`config.mk`:
```
export PLATFORM = sky130hd
export DESIGN_NAME = adder_tree_seq_sched
export DESIGN_NICKNAME = d
export VERILOG_FILES = /design/src/rtl/adder_tree_seq_sched.sv
export SDC_FILE = /design/constraint.sdc
export NUM_CORES = 1
export LEC_CHECK = 0
export ABC_AREA = 1
export CAP_MARGIN = 20
export CORE_MARGIN = 5
export CORE_UTILIZATION = 30
export CTS_CLUSTER_DIAMETER = 50
export DETAILED_ROUTE_END_ITERATION = 8
export PLACE_DENSITY_LB_ADDON = 0.3
export RECOVER_POWER = 100
export SLEW_MARGIN = 20
export SYNTH_ARGS = -nofsm -noshare
export SYNTH_HDL_FRONTEND = slang
export SYNTH_SLANG_ARGS = --single-unit
```
`constraint.sdc`:
```
create_clock -name clk -period 2.8 [get_ports clk]
set_input_delay 0.42 -clock clk [delete_from_list [all_inputs] [get_ports clk]]
set_output_delay 0.42 -clock clk [all_outputs]
set_load 0.005 [all_outputs]
```
`src/rtl/adder_tree_seq_sched.sv`:
```
// adder_tree_seq_sched: reduces a frame of NUM_OPERANDS unsigned operands, streamed
// one per cycle through a single adder, into one sum with valid/ready on both sides.
// Ports: clk, rst (async, active-high), clear (sync abort of partial frame / pending sum),
//   in_valid/in_ready/in_data (operand stream), out_valid/out_ready/out_sum (frame sum),
//   busy (frame in progress or result pending).
// Option: define ADDER_SEQ_SCHED_PIPE_EN to register the operand ahead of the adder;
//   adds state PEND and one extra cycle of latency.
module adder_tree_seq_sched #(
    parameter int ADDER_WIDTH = 9,
    parameter int NUM_OPERANDS = 8,
    localparam int SUM_WIDTH = ADDER_WIDTH + $clog2(NUM_OPERANDS)
) (
    input  logic                   clk,
    input  logic                   rst,
    input  logic                   clear,
    input  logic                   in_valid,
    output logic                   in_ready,
    input  logic [ADDER_WIDTH-1:0] in_data,
    output logic                   out_valid,
    input  logic                   out_ready,
    output logic [SUM_WIDTH-1:0]   out_sum,
    output logic                   busy
);
    localparam int CW = $clog2(NUM_OPERANDS);
    localparam logic [1:0] ACC  = 2'd0;
    localparam logic [1:0] OUT  = 2'd1;
    localparam logic [1:0] PEND = 2'd2;
    logic [1:0]           state;
    logic [CW-1:0]        cnt;
    logic [SUM_WIDTH-1:0] acc;
    logic [SUM_WIDTH-1:0] sum;
    logic                 accept;
    logic                 last;
    assign in_ready  = (state == ACC) && !clear;
    assign out_valid = (state == OUT);
    assign busy      = (cnt != '0) || (state != ACC);
    assign accept    = in_valid && in_ready;
    assign last      = cnt == CW'(NUM_OPERANDS - 1);
`ifdef ADDER_SEQ_SCHED_PIPE_EN
    logic [ADDER_WIDTH-1:0] op_q;
    logic                   op_v;
    logic                   op_first;
    logic                   op_last;
    // The first/last flags travel with the staged operand so the adder needs no counter.
    assign sum = (op_first ? '0 : acc) + SUM_WIDTH'(op_q);
`else
    // The first beat of a frame starts from zero, so acc never needs an explicit clear.
    assign sum = (cnt == '0 ? '0 : acc) + SUM_WIDTH'(in_data);
`endif
    always_ff @(posedge clk or posedge rst) begin
        if (rst) begin
            state   <= ACC;
            cnt     <= '0;
            acc     <= '0;
            out_sum <= '0;
`ifdef ADDER_SEQ_SCHED_PIPE_EN
            op_q     <= '0;
            op_v     <= 1'b0;
            op_first <= 1'b0;
            op_last  <= 1'b0;
`endif
        end else if (clear) begin
            state <= ACC;
            cnt   <= '0;
`ifdef ADDER_SEQ_SCHED_PIPE_EN
            op_v  <= 1'b0;
`endif
        end else begin
`ifdef ADDER_SEQ_SCHED_PIPE_EN
            op_v <= accept;
            if (accept) begin
                op_q     <= in_data;
                op_first <= cnt == '0;
                op_last  <= last;
                cnt      <= last ? '0 : cnt + CW'(1);
                if (last)
                    state <= PEND;
            end
            if (op_v) begin
                acc <= sum;
                if (op_last) begin
                    out_sum <= sum;
                    state   <= OUT;
                end
            end
`else
            if (accept) begin
                acc <= sum;
                cnt <= last ? '0 : cnt + CW'(1);
                if (last) begin
                    out_sum <= sum;
                    state   <= OUT;
                end
            end
`endif
            if (state == OUT && out_ready)
                state <= ACC;
        end
    end
endmodule

```
==> flow_metrics.env, run 1 <==
export IMPL_yosysTopAreaCell="dfrtp_1"
export IMPL_gp_congestion=0.793
export IMPL_powerDensity_nw_per_um2=786
export IMPL_cts_tree="done"
export IMPL_clk_path_buf_depth=2
export IMPL_cts_resized=0
export IMPL_final_layout_size_suffix_gt1_share_pct=3.79
export IMPL_gr_total_overflow=0
export IMPL_die_area_um2=7430
export IMPL_synth_cells=234
export IMPL_yosysMostFrequentCell="nand2_1"
export IMPL_wire_per_inst_um=11.6
export IMPL_cts_root_buf="clkbuf_8"
export IMPL_worst_hold_slack_ns=0.474
export IMPL_die_w_um=86.2
export IMPL_cpMaxStageDelayCell="dfrtp_1"
export IMPL_cts_setup_buffers=0
export IMPL_outcome="finished, violations left"
export IMPL_antenna_found_initial=0
export IMPL_ff_latch_area_um2=701
export IMPL_worstPathMaxFanout=7
export IMPL_yosys_top_cells_count="nand2_1, inv_1, dfrtp_1"
export IMPL_worstMarginPinSlew_ns=1.54
export IMPL_hold_viol=0
export IMPL_drt_wl_total_um=3900
export IMPL_timing_critical_path_slowest_cell_delay_ns=0.40
export IMPL_placed_cell_area_um2=2100
export IMPL_hpwlAfterDp_um=2920
export IMPL_ys_types=30
export IMPL_fin_crit_ns=2.50
export IMPL_layout_nets=292
export IMPL_drv_slew=29
export IMPL_ctsHoldBuffers=0
export IMPL_num_rows=27
export IMPL_gr_usage_all_layers_pct=11.5
export IMPL_synth_main_ff_cell="dfrtp_1"
export IMPL_synth_edff_count=0
export IMPL_synth_area_leaders="dfrtp_1, nand2_1, ha_1, inv_1, nand3_1"
export IMPL_drtIter0Drc=72
export IMPL_syn_area_um2=1740
export IMPL_p_leak_uw=0.00117
export IMPL_synth_top_cell_area_share_pct=40.2
export IMPL_design_area_um2=2140
export IMPL_portBuffers=28
export IMPL_ant_nets=0
export IMPL_yosysWarnings=0
export IMPL_cts_buffers=3
export IMPL_fin_util_pct=38.4
export IMPL_core_area_um2=5570
export IMPL_critPathKind="flop to flop"
export IMPL_violations="capacitance limit, slew limit"
export IMPL_io_pins=29
export IMPL_grt_first_pass_wirelength_um=6890
export IMPL_synth_avg_cell_area_um2=7.44
export IMPL_grt_max_degree=29
export IMPL_fillers=619
export IMPL_fin_crit_sh_pct=89.3
export IMPL_rsz0062_at_grt="no"
export IMPL_cap_violations=1
export IMPL_grt_pass1_vias=1497
export IMPL_dr_pass1_iters=4
export IMPL_holdCritPathClass="flop to flop"
export IMPL_cp_required_ns=2.95
export IMPL_antennaDiodeCount=0
export IMPL_relSlewSlack_pct=-2.44
export IMPL_clk_pin_slew_ns=0.11
export IMPL_setup_ws_ns=0.300
export IMPL_ir_drop_mv=0.403
export IMPL_setup_viol=0
export IMPL_cp_start_kind="flop"
export IMPL_yosys_register_bits=28
export IMPL_clock_skew_ns=0.0108
export IMPL_clock_sinks=28
export IMPL_arrival_ns=2.65
export IMPL_via_per_inst=4.41
export IMPL_cts_htree_levels=1
export IMPL_start_util_pct=31.2
export IMPL_clock_latency_ns=0.28
export IMPL_die_y_um=86.2
export IMPL_cp_end_kind="flop"
export IMPL_drc=0
export IMPL_worstPathCellList="inv_1, ha_1, nand2_1, inv_1, nor2_1, ha_1, fa_1, nand2_1, nand3_1, nand2_1, inv_1, or2_2, nand3_1, o21ai_0"
export IMPL_yosysSeqAreaShare_pct=40.2
export IMPL_setup_tns_ns=0
export IMPL_timing_fmax_mhz=400
export IMPL_area_delta_synth_final_pct=22.8
export IMPL_synth_nets=261
export IMPL_async_flop_share_pct=100
export IMPL_dr_total_vias=1482
export IMPL_multi_input_area_um2=846
export IMPL_pre_cts_slack_ns=0.325
[cell type report]
| type | count | area share [%] |
|---|---|---|
| Multi-Input combinational cell | 165 | 39.6 |
| Sequential cell | 28 | 32.8 |
| Timing Repair Buffer | 30 | 13.6 |
| Inverter | 37 | 6.50 |
| Tap cell | 72 | 4.21 |
| Clock buffer | 3 | 1.93 |
| Clock inverter | 1 | 1.40 |
[registers in the layout (all words and copies together) (netlist names)]
signal and cells:
cnt 3, out_sum 12, acc 12, state 1
[layer usage]
layer / GRT usage [%] / part of all wire [%] / vias up
li1: - / - / 788
met1: 15.2 / 50 / 655
met2: 19.0 / 42 / 35
met3: 3.14 / 6.0 / 4
met4: 1.84 / 1.2 / 0
met5: 0 / 0 / -
[layout by cell type, fill, tap and decap left out]
master / count
nand3_1: 22
a22oi_1: 1
fa_1: 1
nand2_2: 1
ha_1: 12
clkbuf_1: 1
a21oi_2: 1
nor3_1: 2
nand2_1: 80
nor2_1: 16
xor2_1: 2
or2_2: 2
buf_4: 1
dlygate4sd3_1: 16
inv_1: 37
bufinv_16: 1
nand4_1: 1
or2_0: 2
clkbuf_8: 3
nand3b_1: 2
a31oi_1: 1
xnor2_1: 1
o21ai_0: 14
dfrtp_1: 28
o21ai_2: 1
a21oi_1: 3
clkdlybuf4s50_1: 12
[power breakdown]
part | leakage (uW) | switching (uW) | internal [uW] | total, uW
clock | 0.0000357 | 137 | 192 | 329
sequential | 0.000363 | 50.4 | 515 | 565
combinational | 0.000773 | 470 | 318 | 787
[critical path, delay by kind of cell, from the launching register on]
kind | cells | cell delay (ns)
compound gates | 1 | 0.08
fa+ha+maj | 3 | 0.79
buf+inv | 3 | 0.35
flops | 1 | 0.40
simple gates | 7 | 0.75
[cell families (layout without fill, tap and decap cells)]
group	Yosys count	in the layout	synth area share [%]
XOR/XNOR	3	3	1.51
AO/OA/AOI/OAI	21	21	6.68
AND/OR/NAND/NOR	128	128	32.3
adder cells (fa/ha/maj)	13	13	9.77
flip-flops	28	28	40.2
buffers and inverters	41	71	9.55
[stage by stage]
step / std cells / total power [uW]
after floorplan: 234 / 1150
after global placement: 332 / 1370
after detailed placement: 332 / 1390
after CTS: 336 / 1730
after global routing: 336 / 1860
final: 336 / 1680
[final timing paths]
check	from	end	slack (ns)	cells after the start
min in group asynchronous	rst	out_sum[0]	1.09	3
max reg2reg	cnt[0]	acc[4]	0.30	14
max in group asynchronous	rst	acc[10]	0.81	3
max	cnt[0]	acc[4]	0.30	14
min	out_sum[2]	out_sum[2]	0.47	2
min reg2reg	out_sum[2]	out_sum[2]	0.47	2
Power figures use the tool's default switching activity.
==> inputs of run 2 (changes only) <==
CAP_MARGIN = 15   (was 20)
==> results of run 2 <==
Same layout as run 1: the final DEF is identical, and so are final timing and power.
==> inputs of run 3 (changes only) <==
CTS_BUF_LIST = sky130_fd_sc_hd__clkbuf_4 sky130_fd_sc_hd__clkbuf_8   (was default)
CTS_CLUSTER_SIZE = 16   (was default)
TNS_END_PERCENT = 5   (was default)
==> results of run 3 <==
Same layout as run 1: the final DEF is identical, and so are final timing and power.
